**config.mk**
```make
export PLATFORM = sky130hd
export DESIGN_NAME = platform_pixel_pipe_flat
export DESIGN_NICKNAME = d
export VERILOG_FILES = /design/src/rtl/plat_pkg.sv /design/src/rtl/platform_pixel_pipe_if.sv /design/src/rtl/plat_hit_test.sv /design/src/rtl/platform_pixel_pipe.sv /design/src/flat_wrapper.sv
export SDC_FILE = /design/constraint.sdc
export NUM_CORES = 1
export LEC_CHECK = 0
export ABC_AREA = 1
export CAP_MARGIN = 20
export CORE_MARGIN = 3
export CORE_UTILIZATION = 56
export CTS_CLUSTER_SIZE = 40
export DETAILED_ROUTE_END_ITERATION = 7
export PLACE_DENSITY = 0.76
export SYNTH_ARGS = -nofsm -noshare
export SYNTH_HDL_FRONTEND = slang
export SYNTH_HIERARCHICAL = 1
export SYNTH_SLANG_ARGS = --single-unit
```
**constraint.sdc**
```tcl
create_clock -name Clk -period 3.22 [get_ports Clk]
set_clock_uncertainty 0.1 [all_clocks]
set_input_delay 0.483 -clock Clk [delete_from_list [all_inputs] [get_ports Clk]]
set_output_delay 0.483 -clock Clk [all_outputs]
set_load 0.01 [all_outputs]
```
**src/rtl/plat_pkg.sv**
```systemverilog
// Shared types and constants for the platform sprite pixel front end.
package plat_pkg;
  localparam int NUM_PLAT = 8;
  localparam int IDX_W    = 3;
  localparam int PLAT_W   = 64;
  localparam int PLAT_H   = 8;
  localparam int SCREEN_W = 640;
  localparam int SCREEN_H = 480;
  localparam logic [23:0] KEY_RGB = 24'hFF00FF;

  localparam int XW     = $clog2(PLAT_W);
  localparam int YW     = $clog2(PLAT_H);
  localparam int ADDR_W = XW + YW;

  typedef struct packed {
    logic [9:0] x;
    logic [9:0] y;
    logic       en;
  } plat_entry_t;

  // Row*PLAT_W + col reduces to bit concatenation because PLAT_W is a power of 2.
  function automatic logic [ADDR_W-1:0] texel_addr(input logic [YW-1:0] row,
                                                   input logic [XW-1:0] col);
    return {row, col};
  endfunction
endpackage

```
**src/rtl/platform_pixel_pipe_if.sv**
```systemverilog
// Table-update, pixel-stream, sprite-ROM and colour-mapper signals of the pixel pipe.
interface platform_pixel_pipe_if
  import plat_pkg::*;
#(parameter int IDX_W = plat_pkg::IDX_W);
  logic             frame_start;
  logic             plat_we;
  logic [IDX_W-1:0] plat_idx;
  logic [9:0]       plat_x;
  logic [9:0]       plat_y;
  logic             plat_en;
  logic             pix_valid;
  logic [9:0]       DrawX;
  logic [9:0]       DrawY;
  logic [9:0]       rom_read_address;
  logic [23:0]      rom_data_Out;
  logic             plat_on;
  logic [23:0]      plat_rgb;
  logic [IDX_W-1:0] plat_hit_idx;

  modport master (
    output frame_start, plat_we, plat_idx, plat_x, plat_y, plat_en,
           pix_valid, DrawX, DrawY, rom_data_Out,
    input  rom_read_address, plat_on, plat_rgb, plat_hit_idx
  );

  modport slave (
    input  frame_start, plat_we, plat_idx, plat_x, plat_y, plat_en,
           pix_valid, DrawX, DrawY, rom_data_Out,
    output rom_read_address, plat_on, plat_rgb, plat_hit_idx
  );
endinterface

```
**src/rtl/plat_hit_test.sv**
```systemverilog
// Combinational hit test of one pixel against every slot; lowest slot index wins.
module plat_hit_test
  import plat_pkg::*;
#(
  parameter int NUM_PLAT = plat_pkg::NUM_PLAT,
  parameter int IDX_W    = plat_pkg::IDX_W
) (
  input  plat_entry_t [NUM_PLAT-1:0] tbl,
  input  logic [9:0]                 draw_x,
  input  logic [9:0]                 draw_y,
  output logic                       hit,
  output logic [IDX_W-1:0]           idx,
  output logic [ADDR_W-1:0]          addr
);
  logic [NUM_PLAT-1:0]             slot_hit;
  logic [NUM_PLAT-1:0][ADDR_W-1:0] slot_addr;

  for (genvar i = 0; i < NUM_PLAT; i++) begin : g_slot
    logic [10:0]   x_end, y_end;
    logic [XW-1:0] col;
    logic [YW-1:0] row;
    // 11-bit right/bottom edges so a platform near 1023 does not wrap to the left.
    assign x_end = {1'b0, tbl[i].x} + 11'(PLAT_W);
    assign y_end = {1'b0, tbl[i].y} + 11'(PLAT_H);
    assign slot_hit[i] = tbl[i].en
                       && (draw_x >= tbl[i].x) && ({1'b0, draw_x} < x_end)
                       && (draw_y >= tbl[i].y) && ({1'b0, draw_y} < y_end);
    // Low bits of the offset only depend on low bits of the operands.
    assign col = draw_x[XW-1:0] - tbl[i].x[XW-1:0];
    assign row = draw_y[YW-1:0] - tbl[i].y[YW-1:0];
    assign slot_addr[i] = texel_addr(row, col);
  end

  always_comb begin
    hit  = 1'b0;
    idx  = '0;
    addr = '0;
    for (int i = NUM_PLAT - 1; i >= 0; i--) begin
      if (slot_hit[i]) begin
        hit  = 1'b1;
        idx  = IDX_W'(i);
        addr = slot_addr[i];
      end
    end
  end
endmodule

```
**src/rtl/platform_pixel_pipe.sv**
```systemverilog
// Double-buffered platform table, hit test, sprite ROM addressing and colour-key stage.
module platform_pixel_pipe
  import plat_pkg::*;
#(
  parameter int NUM_PLAT = plat_pkg::NUM_PLAT,
  parameter int IDX_W    = plat_pkg::IDX_W
) (
  input logic                  Clk,
  input logic                  Reset_n,
  platform_pixel_pipe_if.slave bus
);
  plat_entry_t [NUM_PLAT-1:0] shadow, active;

  logic              hit0;
  logic [IDX_W-1:0]  idx0;
  logic [ADDR_W-1:0] addr0;
  logic              take0;

  logic [2:1]                  vld_pipe;
  logic [2:1][IDX_W-1:0]       idx_pipe;
  logic                        opaque;

  // Commit copies the pre-write shadow; a same-cycle write lands for next frame.
  always_ff @(posedge Clk or negedge Reset_n) begin
    if (!Reset_n) begin
      shadow <= '0;
      active <= '0;
    end else begin
      if (bus.frame_start) active <= shadow;
      if (bus.plat_we)     shadow[bus.plat_idx] <= {bus.plat_x, bus.plat_y, bus.plat_en};
    end
  end

  plat_hit_test #(.NUM_PLAT(NUM_PLAT), .IDX_W(IDX_W)) u_hit (
    .tbl    (active),
    .draw_x (bus.DrawX),
    .draw_y (bus.DrawY),
    .hit    (hit0),
    .idx    (idx0),
    .addr   (addr0)
  );

  assign take0  = bus.pix_valid && hit0;
  assign opaque = vld_pipe[2] && (bus.rom_data_Out != KEY_RGB);

  // Stage 1 issues the ROM address, stage 2 waits for the ROM, stage 3 keys.
  always_ff @(posedge Clk or negedge Reset_n) begin
    if (!Reset_n) begin
      vld_pipe         <= '0;
      idx_pipe         <= '0;
      bus.rom_read_address <= '0;
      bus.plat_on      <= 1'b0;
      bus.plat_rgb     <= '0;
      bus.plat_hit_idx <= '0;
    end else begin
      vld_pipe[1]          <= take0;
      idx_pipe[1]          <= take0 ? idx0 : '0;
      bus.rom_read_address <= take0 ? 10'(addr0) : '0;
      vld_pipe[2]          <= vld_pipe[1];
      idx_pipe[2]          <= idx_pipe[1];
      bus.plat_on          <= opaque;
      bus.plat_rgb         <= opaque ? bus.rom_data_Out : '0;
      bus.plat_hit_idx     <= idx_pipe[2];
    end
  end
endmodule

```
**src/flat_wrapper.sv**
```systemverilog
// flat-port wrapper written by rule: the top's interface ports become plain ports
module platform_pixel_pipe_flat import plat_pkg::*;
#(
  parameter int NUM_PLAT = plat_pkg::NUM_PLAT,
  parameter int IDX_W    = plat_pkg::IDX_W
)
  (Clk, Reset_n, bus_frame_start, bus_plat_we, bus_plat_idx, bus_plat_x, bus_plat_y, bus_plat_en, bus_pix_valid, bus_DrawX, bus_DrawY, bus_rom_data_Out, bus_rom_read_address, bus_plat_on, bus_plat_rgb, bus_plat_hit_idx);
  platform_pixel_pipe_if #(.IDX_W(IDX_W)) bus_i ();
  input logic Clk;
  input logic Reset_n;
  input wire logic [$bits(bus_i.frame_start)-1:0] bus_frame_start;
  input wire logic [$bits(bus_i.plat_we)-1:0] bus_plat_we;
  input wire logic [$bits(bus_i.plat_idx)-1:0] bus_plat_idx;
  input wire logic [$bits(bus_i.plat_x)-1:0] bus_plat_x;
  input wire logic [$bits(bus_i.plat_y)-1:0] bus_plat_y;
  input wire logic [$bits(bus_i.plat_en)-1:0] bus_plat_en;
  input wire logic [$bits(bus_i.pix_valid)-1:0] bus_pix_valid;
  input wire logic [$bits(bus_i.DrawX)-1:0] bus_DrawX;
  input wire logic [$bits(bus_i.DrawY)-1:0] bus_DrawY;
  input wire logic [$bits(bus_i.rom_data_Out)-1:0] bus_rom_data_Out;
  output wire logic [$bits(bus_i.rom_read_address)-1:0] bus_rom_read_address;
  output wire logic [$bits(bus_i.plat_on)-1:0] bus_plat_on;
  output wire logic [$bits(bus_i.plat_rgb)-1:0] bus_plat_rgb;
  output wire logic [$bits(bus_i.plat_hit_idx)-1:0] bus_plat_hit_idx;
  assign bus_i.frame_start = bus_frame_start;
  assign bus_i.plat_we = bus_plat_we;
  assign bus_i.plat_idx = bus_plat_idx;
  assign bus_i.plat_x = bus_plat_x;
  assign bus_i.plat_y = bus_plat_y;
  assign bus_i.plat_en = bus_plat_en;
  assign bus_i.pix_valid = bus_pix_valid;
  assign bus_i.DrawX = bus_DrawX;
  assign bus_i.DrawY = bus_DrawY;
  assign bus_i.rom_data_Out = bus_rom_data_Out;
  assign bus_rom_read_address = bus_i.rom_read_address;
  assign bus_plat_on = bus_i.plat_on;
  assign bus_plat_rgb = bus_i.plat_rgb;
  assign bus_plat_hit_idx = bus_i.plat_hit_idx;
  platform_pixel_pipe #(.NUM_PLAT(NUM_PLAT), .IDX_W(IDX_W)) u_core (.Clk(Clk), .Reset_n(Reset_n), .bus(bus_i));
endmodule
```
# After elaboration in Yosys (flattened, before gate mapping)
# Index checks and enable logic that the tools add are counted.
word_totals:
  output_inout_bits: 38
  register_bits: 382
  elab_cells: 187
op_classes:
  n_addsub: 32
  magnitude_cmp: 34
  mux: 30
  reduce_logical: 35
  n_eq_ne: 1
ops:
  columns: ["operator", "n"]
  rows:
  - ["$lt 10x11->1", 16]
  - ["$bwmux 168", 1]
  - ["$ge 10x10->1", 16]
  - ["$add 10x4->11 const B", 8]
  - ["$add 10x7->11 const B", 8]
  - ["$mux 9", 9]
  - ["$demux 21 s3", 1]
  - ["$sub 6x6->6", 8]
  - ["$logic_and 1x1->1", 35]
  - ["$mux 3", 9]
  - ["$mux 24", 1]
  - ["$ne 24x24->1 const B", 1]
  - ["$sub 3x3->3", 8]
  - ["$mux 21", 1]
  - ["$mux 1", 8]
  - ["$lt 3x4->1 const B", 1]
  - ["$ge 3x1->1 const B", 1]

# Longest topological paths before layout
logic_depth:
  ltp_word: 15
  ltp_mapped: 25

# Modules after synthesis
# Netlist, hierarchy kept.
modules_own_cells:
  columns: ["module", "n_inst", "cells_per_inst", "area_each_um2"]
  rows:
  - ["platform_pixel_pipe", 1, 1081, 13748.2]
  - ["plat_hit_test", 1, 1507, 9658.0]

# Worst setup path after synthesis
# OpenSTA, ideal clock, no wires.
synth_path:
  path_kind: "register to register"
  start: "register u_core/active[88] in the netlist's numbering"
  end: "register u_core/vld_pipe[1] in the netlist's numbering"
  synth_period_minus_slack_ps: 2978
  stages_incl_launch_ff: 17
  setup_slack_ps: 242
  arrival_ps: 2748
  n_path_buf: 2
  path_cell_list: "dfrtp_1 > inv_1 > nor3_4 > xor2_1 > ha_1 > nand2_1 > or3b_2 > nor3_1 > nor2_2 > nand3_4 > buf_6 > nand2_1 > nor2_1 > nand4_1 > nand2_1 > clkbuf_1 > inv_1"
synth_via:
  elab_chain_len: 9
synth_rtl:
  columns: ["element", "line", "source"]
  rows:
  - ["from (decl)", "platform_pixel_pipe.sv:12", "plat_entry_t [NUM_PLAT-1:0] shadow, active;"]
  - ["from (signal assigned)", "platform_pixel_pipe.sv:29", "if (bus.frame_start) active <= shadow;"]
  - ["$add 10x4->11 or $ge 10x10->1 (tied branches)", "plat_hit_test.sv:24, plat_hit_test.sv:27", null]
  - ["$lt 10x11->1 or $logic_and 1x1->1 (tied branches)", "plat_hit_test.sv:27", "&& (draw_y >= tbl[i].y) && ({1'b0, draw_y} < y_end);"]
  - ["$logic_and 1x1->1 (*)", "plat_hit_test.sv:27", null]
  - ["$mux 1 (*) (5 in series)", "plat_hit_test.sv:39", "if (slot_hit[i]) begin"]
  - ["named net u_core.hit0", "platform_pixel_pipe.sv:14", "logic hit0;"]
  - ["$logic_and 1x1->1 (*)", "platform_pixel_pipe.sv:43", "assign take0 = bus.pix_valid && hit0;"]
  - ["named net u_core.take0", "platform_pixel_pipe.sv:17", "logic take0;"]
  - ["to (decl)", "platform_pixel_pipe.sv:19", "logic [2:1] vld_pipe;"]
# Mark *: on every way through the listed nets, which the timed path passes. The rest lies on a longest branch.
# A chain may end at the register's enable or synchronous reset.

# Final worst setup path
layout_path:
  start: "register u_core/active[89] in the netlist's numbering"
  end: "register u_core.bus.rom_read_address[2]"
layout_lines:
  columns: ["element", "line", "source"]
  rows:
  - ["$add 10x4->11 or $ge 10x10->1 (tied branches)", "plat_hit_test.sv:24, plat_hit_test.sv:27", null]
  - ["$lt 10x11->1 or $logic_and 1x1->1 (tied branches)", "plat_hit_test.sv:27", null]
  - ["$logic_and 1x1->1 (*)", "plat_hit_test.sv:27", null]
  - ["$mux 9 (*) (5 in series)", "plat_hit_test.sv:39", null]
  - ["named net u_core.addr0[2]", "platform_pixel_pipe.sv:16", "logic [ADDR_W-1:0] addr0;"]
  - ["$mux 9 (*)", "platform_pixel_pipe.sv:58", "bus.rom_read_address <= take0 ? 10'(addr0) : '0;"]
  - ["to (signal assigned)", "platform_pixel_pipe.sv:58", null]
  - ["to (decl)", "platform_pixel_pipe_if.sv:29", "output rom_read_address, plat_on, plat_rgb, plat_hit_idx"]
# Marked as above.

==> metrics.cfg <==
[routing]
firstDrtPassIters=5
drt-total-wl_um=63730
drtIter0Drc=1123
wl_per_cell_um=18.24
ant_nets=0
drc=0
vias=19400
vias_per_cell=5.553

[place]
gp_congestion=0.8949
io_buffers=109
dpl.hpwl_um=46900
place_ws_ns=-0.5666

[cts]
clockRootBuffer=clkbuf_16
cts_tree=done
clkTransAtPathRegs_ns=0.06
htree_num_levels=2
clk_latency_ns=0.57
numClockSinks=381
clk_path_buf_depth=3
numCtsBuffers=42

[yosys]
syn_area_per_cell_um2=9.044
ys_async_sr_fraction_pct=100.0
synth_nets=2941
yosys_warnings=6
netlist_instances=2588
syn_area_um2=23410
ys_seq_area_share_pct=40.73
synth_cell_types=48
synth-edff-count=0
yosys_register_bits=381
synth_top_flop_cell=dfrtp_1

[critical_path]
crit_arrival_ns=3.50
timing.rr.start=u_core/active[89]$_DFFE_PN0P_
start_kind=register
slowest_stage=or3b_2
critical_path.top_delay_family=simple AND/OR/NAND/NOR gates
critical_path_buf_inv_count=5
end_kind=register
cp_max_fo=6
startpoint=u_core/active[89]$_DFFE_PN0P_
crit_required_ns=3.58
path_cells=inv_2, nor3_4, buf_4, xor2_1, ha_1, nand2_1, or3b_2, nor3_4, nor2_4, nand3_4, buf_4, o21ai_0, inv_1, nand2_1, nand2_1, nand2_1, a21oi_1, nor2_1, inv_1, nor2_1
critPathKind=register to register
slowest_delay_ns=0.50
cpMostUsedCell=nand2_1

[power_and_ir_drop]
power_density_nw_per_um2=636.4
finalPower_mw=18.20
p_leak_nw=14.20
irDropWorstVdd_v=0.0004131

[timing]
slew_violations=0
tightestPinTransition_ns=0.7468
setup_ws_ns=0.07923
setup_viol=0
post-route-min-period_ns=3.141
whs_ns=0.2538
fmax_mhz=318.4
fin_setup_tns_ns=0
post-route-period-util_pct=97.54
hold_viol_final=0
max_slew_margin_pct=50.09
grt_setup_unrepaired=true

[global_routing]
grt_use_total_pct=28.57
grt_overflow_total=0
grt_first_pass_wirelength_um=101300
antenna_found_initial=0
grt_max_degree=80
first_global_vias=19720

[floorplan]
row_count=74
die_x_um=210.4
initial_core_util_pct=57.06
core_um2=41020
dieArea_um2=44290
boundaryPins=111
die_h_um=210.4

[final_layout]
fin_nets=3278
syn2layout_area_growth_pct=22.19
layout-drive-gt1-share_pct=19.30

[worst_hold_path]
min_path_type=register to register
hp-start=u_core/vld_pipe[1]$_DFF_PN0_

[run]
drv_cap=0

[status]
outcome=finished, final reports clean

==> layout make-up <==
| type | instances | area (µm²) |
|---|---|---|
| multi-input combinational | 1821 | 12470 |
| fill | 3197 | 12420 |
| sequential | 381 | 9540 |
| timing repair buffer | 354 | 3228 |
| clock buffer | 61 | 1266 |
| inverter | 325 | 1221 |
| tap | 532 | 665.6 |
| clock inverter | 17 | 200.2 |
| antenna | 2 | 5.005 |
==> cell usage in the layout, fill, tap and decap left out, drive strengths merged, types with 2 or more instances in the layout <==
cell / n
nand2: 497
dfrtp: 381
inv: 323
ha: 264
buf: 246
o21ai: 213
nor2: 195
mux2: 168
a21oi: 141
clkdlybuf4s50: 107
nand3: 89
xor2: 61
clkbuf: 61
xnor2: 32
nand4: 25
nor3: 24
nand3b: 17
fa: 16
or2: 15
o21a: 12
clkinv: 12
o2111ai: 11
a211oi: 10
nor4: 10
bufinv: 4
a31oi: 4
clkinvlp: 3
or3b: 3
nor3b: 3
a21o: 3
o31ai: 3
diode: 2
==> stage by stage <==
stage / util [%] / area, µm² / cells
CTS: 68.89 / 28260 / 3470
finish: 69.73 / 28600 / 3493
global placement: 65.27 / 26770 / 3391
global route: 69.72 / 28600 / 3491
floorplan: - / 23410 / 2588
detailed placement: 65.27 / 26770 / 3391
==> path summary, 6_finish.rpt <==
path	end	cells past startpoint	slack (ns)
max	u_core/bus.rom_read_address[2]$_DFF_PN0_	20	0.08
min	u_core/vld_pipe[2]$_DFF_PN0_	0	0.25
max reg2reg	u_core/bus.rom_read_address[2]$_DFF_PN0_	20	0.08
min reg2reg	u_core/vld_pipe[2]$_DFF_PN0_	0	0.25
max in group asynchronous	u_core/active[167]$_DFFE_PN0P_	3	1.67
min in group asynchronous	u_core/active[28]$_DFFE_PN0P_	2	0.40
==> report_power, final <==
| group | leakage [nW] | switching, mW | internal, mW |
|---|---|---|---|
| clock | 0.718 | 1.99 | 3.06 |
| sequential | 4.79 | 0.751 | 5.76 |
| combinational | 8.69 | 3.57 | 3.08 |
| total | 14.2 | 6.30 | 11.9 |
==> per-layer routing <==
layer	track usage [%]	vias up	wire length, µm
met2	48.77	545	30660
li1	-	9240	-
met3	3.795	163	3387
met5	0	-	0
met4	10.62	0	2289
met1	37.53	9449	27390
==> synthesized netlist by cell type (8+ instances only) <==
cell,n,area [µm²]
nand2_1,494,1854
dfrtp_1,381,9534
inv_1,312,1171
ha_1,264,3303
o21ai_0,194,970.9
nor2_1,186,698.2
mux2_2,168,1892
a21oi_1,140,700.7
nand3_1,80,400.4
xor2_1,61,534.3
xnor2_1,32,280.3
buf_2,25,125.1
nand4_1,25,156.4
o21ai_1,19,95.09
clkbuf_1,17,63.81
nand3b_1,17,127.6
fa_1,16,320.3
nor3_1,16,80.08
buf_4,14,105.1
o21a_1,12,90.09
inv_2,11,41.29
o2111ai_1,11,96.34
a211oi_1,10,75.07
nor4_1,9,56.30
or2_0,9,56.30
nor2_2,8,50.05
==> flip-flops by register name (all words and copies together) (netlist names) <==
name / count
u_core/shadow: 168
u_core/active: 168
u_core/bus.rom_read_address: 9
u_core/vld_pipe: 2
u_core/bus.plat_on: 1
u_core/bus.plat_rgb: 24
u_core/idx_pipe: 6
u_core/bus.plat_hit_idx: 3
==> timing repair <==
item	4_1_cts	5_1_grt
gates cloned	0	3
hold buffers	1	0
resized for setup	1	52
hold endpoints to repair	66	0
pin swaps	0	34
setup endpoints to repair	1	13
setup buffers	0	18
==> cells by family after synthesis <==
group                      after synthesis  synth area share (%)
other                                    1               0.01602
DFF                                    381                 40.73
AOI/OAI and AO/OA                      401                 9.141
xor gates and xnor gates                93                 3.480
adders and majority gates              280                 15.48
buffers and inverters                  388                 6.810
and+or+nand+nor                        876                 16.26
muxes                                  168                 8.083
(Power assumes the default switching activity.)
